[src/rtl/param_fifo.sv]
// Synchronous FIFO with registered read data, status flags and
// per-edge handshake results exposed as a small state code.
module param_fifo #(
  parameter int WIDTH    = 32,
  parameter int DEPTH    = 8,
  parameter int AF_LEVEL = DEPTH - 1,
  parameter int AE_LEVEL = 1
) (
  input  logic                       clk,
  input  logic                       reset,
  input  logic                       flush,
  input  logic                       wr_en,
  input  logic                       rd_en,
  input  logic [WIDTH-1:0]           d_in,
  output logic [WIDTH-1:0]           d_out,
  output logic                       full,
  output logic                       empty,
  output logic                       almost_full,
  output logic                       almost_empty,
  output logic                       wr_ack,
  output logic                       wr_err,
  output logic                       rd_ack,
  output logic                       rd_err,
  output logic [$clog2(DEPTH):0]     data_count,
  output logic [2:0]                 state
);

  localparam int AW = $clog2(DEPTH);
  localparam int CW = AW + 1;

  localparam logic [CW-1:0] FULL_CNT = CW'(DEPTH);
  localparam logic [CW-1:0] AF_CNT   = CW'(AF_LEVEL);
  localparam logic [CW-1:0] AE_CNT   = CW'(AE_LEVEL);

  typedef enum logic [2:0] {
    S_INIT   = 3'b000,
    S_WRITE  = 3'b001,
    S_WR_ERR = 3'b010,
    S_NO_OP  = 3'b011,
    S_READ   = 3'b100,
    S_RD_ERR = 3'b101,
    S_RDWR   = 3'b110
  } state_e;

  logic [WIDTH-1:0] mem_q [DEPTH];

  logic [AW-1:0]    head_q, head_d;
  logic [AW-1:0]    tail_q, tail_d;
  logic [CW-1:0]    cnt_q, cnt_d;
  logic [WIDTH-1:0] dout_q, dout_d;
  state_e           state_q, state_d;
  logic             wa_q, wa_d;
  logic             we_q, we_d;
  logic             ra_q, ra_d;
  logic             re_q, re_d;

  logic             do_wr;
  logic             do_rd;

  assign full         = (cnt_q == FULL_CNT);
  assign empty        = (cnt_q == '0);
  assign almost_full  = (cnt_q >= AF_CNT);
  assign almost_empty = (cnt_q <= AE_CNT);

  // A write into a full FIFO is still taken when a read frees the slot.
  assign do_wr = wr_en & (~full | rd_en);
  assign do_rd = rd_en & ~empty;

  always_comb begin
    head_d  = head_q;
    tail_d  = tail_q;
    cnt_d   = cnt_q;
    dout_d  = dout_q;
    state_d = state_q;
    wa_d    = 1'b0;
    we_d    = 1'b0;
    ra_d    = 1'b0;
    re_d    = 1'b0;
    if (flush) begin
      head_d  = '0;
      tail_d  = '0;
      cnt_d   = '0;
      state_d = S_INIT;
    end else begin
      if (do_wr) begin
        tail_d = tail_q + AW'(1);
      end
      if (do_rd) begin
        head_d = head_q + AW'(1);
        dout_d = mem_q[head_q];
      end
      cnt_d = cnt_q + CW'(do_wr) - CW'(do_rd);
      wa_d  = do_wr;
      we_d  = wr_en & ~do_wr;
      ra_d  = do_rd;
      re_d  = rd_en & ~do_rd;
      unique case ({wr_en, rd_en})
        2'b11:   state_d = empty ? S_WRITE : S_RDWR;
        2'b10:   state_d = full ? S_WR_ERR : S_WRITE;
        2'b01:   state_d = empty ? S_RD_ERR : S_READ;
        default: state_d = S_NO_OP;
      endcase
    end
  end

  always_ff @(posedge clk) begin
    if (reset) begin
      head_q  <= '0;
      tail_q  <= '0;
      cnt_q   <= '0;
      dout_q  <= '0;
      state_q <= S_INIT;
      wa_q    <= 1'b0;
      we_q    <= 1'b0;
      ra_q    <= 1'b0;
      re_q    <= 1'b0;
    end else begin
      head_q  <= head_d;
      tail_q  <= tail_d;
      cnt_q   <= cnt_d;
      dout_q  <= dout_d;
      state_q <= state_d;
      wa_q    <= wa_d;
      we_q    <= we_d;
      ra_q    <= ra_d;
      re_q    <= re_d;
    end
  end

  // Storage is never cleared; pointers alone define validity.
  always_ff @(posedge clk) begin
    if (!reset && !flush && do_wr) begin
      mem_q[tail_q] <= d_in;
    end
  end

  assign d_out      = dout_q;
  assign data_count = cnt_q;
  assign state      = state_q;
  assign wr_ack     = wa_q;
  assign wr_err     = we_q;
  assign rd_ack     = ra_q;
  assign rd_err     = re_q;

endmodule

[config.mk]
export PLATFORM = sky130hd
export DESIGN_NAME = param_fifo
export DESIGN_NICKNAME = d
export VERILOG_FILES = /design/src/rtl/param_fifo.sv
export SDC_FILE = /design/constraint.sdc
export NUM_CORES = 1
export LEC_CHECK = 0
export CORE_MARGIN = 2
export CORE_UTILIZATION = 55
export DETAILED_ROUTE_END_ITERATION = 10
export DONT_BUFFER_PORTS = 1
export GPL_TIMING_DRIVEN = 0
export PLACE_DENSITY = 0.78
export RECOVER_POWER = 25
export SYNTH_ARGS = -nofsm -noshare
export SYNTH_HDL_FRONTEND = slang
export SYNTH_SLANG_ARGS = --single-unit
[constraint.sdc]
create_clock -name clk -period 12 [get_ports clk]
set_input_delay 1.2 -clock clk [delete_from_list [all_inputs] [get_ports clk]]
set_output_delay 1.2 -clock clk [all_outputs]
set_load 0.1 [all_outputs]
* Word level (Yosys, flattened, before mapping)
Memories as Yosys holds them, arrays and structs flattened. A register that Yosys moved wholly into a read port is not among the register bits.
Cells that the tools add are included.
** Storage, ports and cells
- Input bits :: 37
- Output and inout port bits :: 47
- Register bits :: 17
- Memory bits (writable) :: 256
- Word-level logic and storage cells :: 42
- Memories :: 1
** Memories
- mem_q :: depth 8, width 32, read ports 1, clocked after Yosys merged registers in 1, wr ports 1, line 45 : logic [WIDTH-1:0] mem_q [DEPTH];
** Operators by class
- Reduce and logical (&&, ||, !) cells :: 7
- Eq/ne operators :: 4
- Muxes and demuxes :: 6
- $lt $le $gt $ge :: 2
- Add/sub/neg operators :: 4
- Bitwise logic cells :: 10
** Operator list (number)
- case mux 3 bit (3 select lines) :: 1
- adder 3 x 1 -> 3 bit (second input constant) :: 2
- NOT 1 bit :: 5
- adder 4 x 1 -> 4 bit :: 1
- AND 1 bit :: 4
- == test 2 bit (second input constant) :: 2
- == test 4 bit (second input constant) :: 1
- greater-or-equal comparator 4 x 3 -> 1 bit (second input constant) :: 1
- <= comparator 4 x 1 -> 1 bit (second input constant) :: 1
- zero test 4 bit :: 1
- subtractor 4 x 1 -> 4 bit :: 1
- 2-to-1 mux 1 bit :: 3
- 2-to-1 mux 3 bit :: 1
- == test 2 x 1 -> 1 bit (second input constant) :: 1
- logical AND 1 bit :: 2
- zero test 1 bit :: 2
- 2-to-1 mux 2 bit :: 1
- AND reduction 2 bit :: 1
- OR reduction 2 bit :: 1
- OR 1 bit :: 1

* Depth between registers and ports, before layout
Gate-level depths: netlist (run 1).
- Word-level depth :: 7
- Mapped depth :: 13
- Gate-level depth less buffers :: 13

* Worst setup path after synthesis (run 1)
OpenSTA, ideal clock, no wires.
- Kind :: register -> register
- Start :: reg cnt_q[2], in the netlist data_count[2]
- End :: mem mem_q[4][0], enable pin
- Period minus slack after synthesis :: 4958 ps
- Stages on the path, launching flop included :: 8
- Slack :: 7042 ps
- Library setup time :: 461 ps
- Arrival :: 4497 ps
- Data required time :: 11539 ps
- Buffers on the path :: 0
- Path through :: dfxtp_1 inv_1 ha_1 or3b_2 inv_2 a21oi_4 nand3_1 nor3_1
** On the way
- Longest elaborated chain between the ends :: 7
** RTL lines
- from (decl) :: line 49 : logic [CW-1:0] cnt_q, cnt_d;
- from (signal assigned) :: line 120 : cnt_q <= cnt_d;
- == test 4 bit :: line 60 : assign full = (cnt_q == FULL_CNT);
- net full :: line 16 : output logic full,
- NOT 1 bit :: line 66 : assign do_wr = wr_en & (~full | rd_en);
- OR 1 bit :: line 66
- AND 1 bit :: line 66
- logical AND 1 bit :: line 132 : if (!reset && !flush && do_wr) begin
- 2-to-1 mux 1 bit :: line 132
- 2-to-1 mux 1 bit (not written as such) :: line 133 : mem_q[tail_q] <= d_in;
- to (decl) :: line 45
The timed path passes the listed nets, and every way through them passes these cells.

* Worst setup path after layout (run 1)
- Start :: reg cnt_q[2], in the netlist data_count[2]
- End :: out almost_empty
** On the way
- Longest elaborated chain between the ends :: 1
** RTL lines
- <= comparator 4 x 1 -> 1 bit :: line 63 : assign almost_empty = (cnt_q <= AE_CNT);
- to (decl) :: line 19 : output logic almost_empty,
No other way between the ends.

==> impl_metrics.yaml, run 1 <==
min_path:
  hold_depth: 2
  hp-class: "reg -> reg"
die:
  core_area_mm2: 0.0211
  die_y_um: 151
  die_x_um: 151
  die_area_mm2: 0.0228
  io_pins: 84
  core.rowCount: 53
  start_util: 0.563
global_routing:
  grt_pass1_wl_mm: 37.0
  antenna_found_initial: 0
  grt_max_degree: 18
  grt_pass1_vias: 6378
  grt.overflow.total: 0
  grtUsageTotal: 0.221
clock_tree:
  tritoncts: "yes"
  cts.clk_slew.worst_paths_ns: 0.06
  ctsResizeCount: 0
  cts_buffer_depth: 3
  cts_num_sinks: 305
  postCtsSetupBuffers: 0
  postCtsHoldBufs: 0
  root_buffer: "clkbuf_16"
  clk_latency_ns: 0.55
  numCtsBuffers: 29
  cts-htree-levels: 1
placed_design:
  post_dp_cell_area_mm2: 0.0125
  hpwl_mm: 15.7
  io_buffer_count: 0
  gp_routability_congestion: 0.793
worst_setup_path:
  crit_required_ns: 10.80
  startpoint_type: "flop"
  slowest_delay_ns: 0.98
  cp_slowest_cell: "dfxtp_1"
  cp-end-kind: "output pin"
  path_cells: "inv_1, ha_1, a21oi_2"
  r2r_cells: 9
  critPathMaxFanout: 4
  crit_family: "flip-flops"
  critPathBufInv: 1
  arrival_ns: 3.00
  critPathKind: "reg -> out"
  crit_cells: 3
synthesis:
  synth_area_mm2: 0.0119
  synth_top_flop_cell: "edfxtp_1"
  ys_ff_latch: 305
  synth_seq_area_share: 0.730
  syn-instance-count: 646
  synth.most_common_cell: "edfxtp_1"
  synth_nets: 694
  async_reset_ff_frac: 0
  synth_top_cell_by_area: "edfxtp_1"
  synth_commonest_cells: "edfxtp_1 (256), mux2i_1 (63), dfxtp_1 (49), nor2_1 (48), o22ai_1 (31)"
  avgSynthCellArea_um2: 18.4
  synth-edff-count: 256
  synth_top_cell_area_share: 0.647
  yosysWarnings: 0
  netlist-cell-type-count: 39
  synthTopCellsByArea: "edfxtp_1 (65%), dfxtp_1 (8.3%), mux2i_1 (5.3%)"
routing:
  wl_per_cell_um: 24.9
  ant_nets: 0
  wirelength_mm: 24.5
  vias: 6036
  first_iter_violations: 559
  vias_per_cell: 6.13
  drcViolationCount: 0
  first_pass_iters: 5
timing:
  finalSetupTns_ns: 0
  clock_skew_ns: 0.00927
  hold_violations: 0
  fmax_ghz: 0.238
  finalMaxSlewViolations: 0
  min_period_ns: 4.20
  slew_headroom: 0.215
  finalSetupViolations: 0
  rsz0062_at_grt: "false"
  tightest_slew_ns: 1.18
  fin_crit_sh: 0.350
power_and_ir_drop:
  max-vdd-ir-drop_v: 0.000141
  p_per_area_mw_per_mm2: 174
  p_leak_nw: 4.23
layout:
  area_growth_pct: 13.4
  antenna_cells: 0
  fin_area_mm2: 0.0135
  fin_nets: 736
  seq_area_mm2: 0.00867
  multi_input_area_mm2: 0.00300
  drive_above_1_share: 0.239
  n_fill_cell: 1390
outcome:
  status: "complete, no violations"
job:
  drv_cap: 0
state kept, by name, summed over array words and instances, names as in the netlist:
signal      flops
rd_err          1
wr_err          1
rd_ack          1
head_q          3
d_out          32
mem_q         256
wr_ack          1
data_count      4
tail_q          3
state           3
tightest hold or removal path: stages (launching register included):
cell and delay, ns:
dfxtp_1 0.39, xor2_1 0.10, nor2_1 0.08
cell families (layout without fill, tap and decap cells):
kind of cell	Yosys count	in the layout	share of synthesized area
DFF	305	305	0.730
and+or+nand+nor	105	105	0.0542
AOI/OAI and AO/OA	74	74	0.0554
adders and majority gates	11	11	0.0122
muxes	96	96	0.121
buffers and inverters	49	113	0.0230
xor gates and xnor gates	6	6	0.00442
per-stage QoR:
stage          hold slack [ns]  utilization  total power [mW]  cells  worst slack [ns]
2_1_floorplan            0.501            -              1.42    646              7.04
6_report                 0.594        0.639              2.35    985              7.80
3_3_place_gp             0.517        0.580              1.45    921              4.81
4_1_cts                  0.586        0.639              2.36    985              7.77
5_1_grt                  0.634        0.639              2.41    985              7.72
3_5_place_dp             0.572        0.594              1.46    932              7.89
layer usage:
layer / vias to the layer above / track usage / wire [um]
li1: 2650 / - / -
met1: 3083 / 0.290 / 9860
met2: 255 / 0.366 / 12000
met3: 48 / 0.0551 / 2020
met4: 0 / 0.0724 / 668
met5: - / 0 / 0
area by class of cell:
cell class / instances / share of cell area
clock buffer: 38 / 0.0579
timing repair buffer: 11 / 0.0173
inverter: 11 / 0.00325
multi-input combinational: 292 / 0.223
clock inverter: 15 / 0.0129
sequential: 305 / 0.644
buffer: 38 / 0.0170
tap: 275 / 0.0255
report_power, final:
part | switching [mW] | total (mW) | internal (mW) | leakage [nW]
Clock | 0.372 | 0.913 | 0.541 | 0.470
Sequential | 0.117 | 1.28 | 1.17 | 2.70
Combinational | 0.101 | 0.149 | 0.0478 | 1.06
cell usage in the layout, fill, tap and decap left out, drive strengths merged:
cell    instances
a211oi         32
a21o            1
a21oi           7
a221oi          1
a311oi          1
and2            2
buf            34
bufinv          4
clkbuf         53
clkinv         11
dfxtp          49
edfxtp        256
fa              1
ha             10
inv            11
mux2i          63
mux4           33
nand2           8
nand2b          3
nand3           3
nor2           48
nor3           34
nor4            1
o211ai          1
o22ai          31
or2             2
or3             2
or3b            2
xnor2           4
xor2            2
path summary, 6_finish.rpt:
path / from / endpoint / slack, ns
min: tail_q[2] / tail_q[2] / 0.59
max reg2reg: data_count[2] / mem_q[4][5] / 7.85
min reg2reg: tail_q[2] / tail_q[2] / 0.59
max: data_count[2] / almost_empty / 7.80
No activity file was read; power rests on OpenSTA's default activity.
==> inputs of run 2 (changes only) <==
Clock period 12 ns to 3.97 ns, I/O delays scaled along.
==> run 2 against run 1 <==
Compared with the run above:
- non-clock buffer count increased by 33
- clock skew grew 0.0054 ns
- routed wire length up 0.47%
- global-route usage about the same
- worst setup slack worse by 7.4 ns
- final cell count up 3.6%
- clock power increased to 3.0 times the previous value
- flip-flop and latch count is the same
- sequential share of layout area decreased by 1.8 points
- sequential power grew to 3.0 times the previous value
- count of clock-buffer cells in the layout is 7 higher
- critical endpoint is now data_count[3]
- highest routed layer unchanged
==> impl_metrics.yaml, run 2 (synthesized netlist as in run 1, its figures left out) <==
clock_tree:
  root_buffer: "clkbuf_16"
  cts_num_sinks: 305
  cts_buffer_depth: 3
  postCtsSetupBuffers: 0
  tritoncts: "yes"
  cts-htree-levels: 1
  cts.clk_slew.worst_paths_ns: 0.06
  clk_latency_ns: 0.56
  numCtsBuffers: 30
timing:
  tightest_slew_ns: 1.18
  fmax_ghz: 0.276
  slew_headroom: 0.213
  finalMaxSlewViolations: 0
  min_period_ns: 3.62
  fin_crit_sh: 0.911
  finalSetupTns_ns: 0
  fin_ws_ns: 0.352
  hold_ws_ns: 0.0188
  clock_skew_ns: 0.0147
  finalSetupViolations: 0
  hold_violations: 0
  rsz0062_at_grt: "false"
routing:
  vias: 6156
  first_pass_iters: 5
  first_iter_violations: 477
  ant_nets: 0
  wirelength_mm: 24.6
  wl_per_cell_um: 24.1
  drcViolationCount: 0
  vias_per_cell: 6.04
die:
  core.rowCount: 53
  die_y_um: 151
  io_pins: 84
  die_x_um: 151
  start_util: 0.563
  die_area_mm2: 0.0228
  core_area_mm2: 0.0211
global_routing:
  grt.overflow.total: 0
  busiest_layer: "met2"
  grtUsageTotal: 0.221
  grt_util_met2: 0.383
  grt_pass1_wl_mm: 37.5
  grt_pass1_vias: 6509
  met3_usage: 0.0364
  grt_max_degree: 23
  antenna_found_initial: 0
  grtUsageMet1: 0.293
worst_setup_path:
  cp-end-kind: "flop"
  critPathKind: "reg -> reg"
  crit_required_ns: 4.39
  arrival_ns: 4.04
  critPathMaxFanout: 5
  startpoint_type: "flop"
layout:
  area_growth_pct: 16.7
  antenna_cells: 0
  regMostFlops: "mem_q"
  n_fill_cell: 1372
  final_core_util: 0.657
  layout_common_cells: "edfxtp_1 (256), mux2i_1 (63), dfxtp_1 (48)"
  instances_no_fill: 1020
  final_common_cell: "edfxtp_1"
  fin_nets: 770
  largest_reg_flops: 256
  drive_above_1_share: 0.228
power_and_ir_drop:
  p_leak_nw: 4.38
  p_per_area_mw_per_mm2: 514
  max-vdd-ir-drop_v: 0.000343
outcome:
  status: "complete, no violations"
placed_design:
  hpwl_mm: 15.6
  gp_routability_congestion: 0.772
  placed_cells: 931
  io_buffer_count: 0
  dpl_worst_slack_ns: 0.0723
min_path:
  hp-class: "in -> reg"
job:
  drv_cap: 0
==> run 2: cell types whose count changed in the layout (fill, tap and decap cells not counted), moves of 2 or more <==
cell           change
buf_16             +2
clkbuf_1           +5
buf_8              -3
buf_12             +2
clkinv_1           -3
bufinv_16          -2
dlygate4sd3_1     +34
buf_6              -2
==> run 2: cell type report <==
| type | instances | area, um^2 | area share |
|---|---|---|---|
| Sequential cell | 305 | 8670 | 0.626 |
| Multi-Input combinational cell | 292 | 3000 | 0.217 |
| Clock buffer | 45 | 837 | 0.0604 |
| Timing Repair Buffer | 44 | 601 | 0.0433 |
| Tap cell | 275 | 344 | 0.0248 |
| Buffer | 38 | 229 | 0.0165 |
| Clock inverter | 10 | 130 | 0.00939 |
| Inverter | 11 | 43.8 | 0.00316 |
==> run 2: worst paths after layout <==
path                  from       endpoint  slack (ns)  cells after the start
max          data_count[3]  data_count[3]        0.35                     12
min                  rd_en         rd_err        0.02                      2
max reg2reg  data_count[3]  data_count[3]        0.35                     12
min reg2reg      tail_q[2]      tail_q[2]        0.58                      2
==> run 2: metrics by stage <==
step           instance area, um^2  power [mW]
6_report                     13900        7.12
5_1_grt                      13900        7.32
4_1_cts                      13900        7.16
3_5_place_dp                 12500        4.40
3_3_place_gp                 12200        4.38
2_1_floorplan                11900        4.29
==> run 2: power by group <==
| group | internal, mW | total (mW) | switching (mW) |
|---|---|---|---|
| combinational | 0.170 | 0.510 | 0.340 |
| clock | 1.59 | 2.73 | 1.14 |
| sequential | 3.53 | 3.88 | 0.353 |
| total | 5.29 | 7.12 | 1.83 |
==> run 2: what timing repair did <==
item | CTS | global route
hold endpoints to repair | 260 | 0
hold buffers | 34 | 0
endpoints found under the setup margin | 0 | 77
gates resized for setup | 0 | 1
==> run 2: worst max-delay path: stages, from the launching register on <==
cell and delay, ns:
dfxtp_1 0.99, ha_1 0.29, or3b_2 0.52, inv_2 0.43
a21oi_4 0.15, inv_2 0.11, ha_1 0.14, inv_1 0.06
ha_1 0.27, a21o_1 0.18, a21oi_1 0.16, xnor2_1 0.14
nor2_1 0.05
==> run 2: layer usage <==
metal | part of all wire | up-vias
met1 | 0.39 | 3123
li1 | - | 2716
met3 | 0.075 | 45
met4 | 0.022 | 0
met2 | 0.51 | 272
met5 | 0 | -
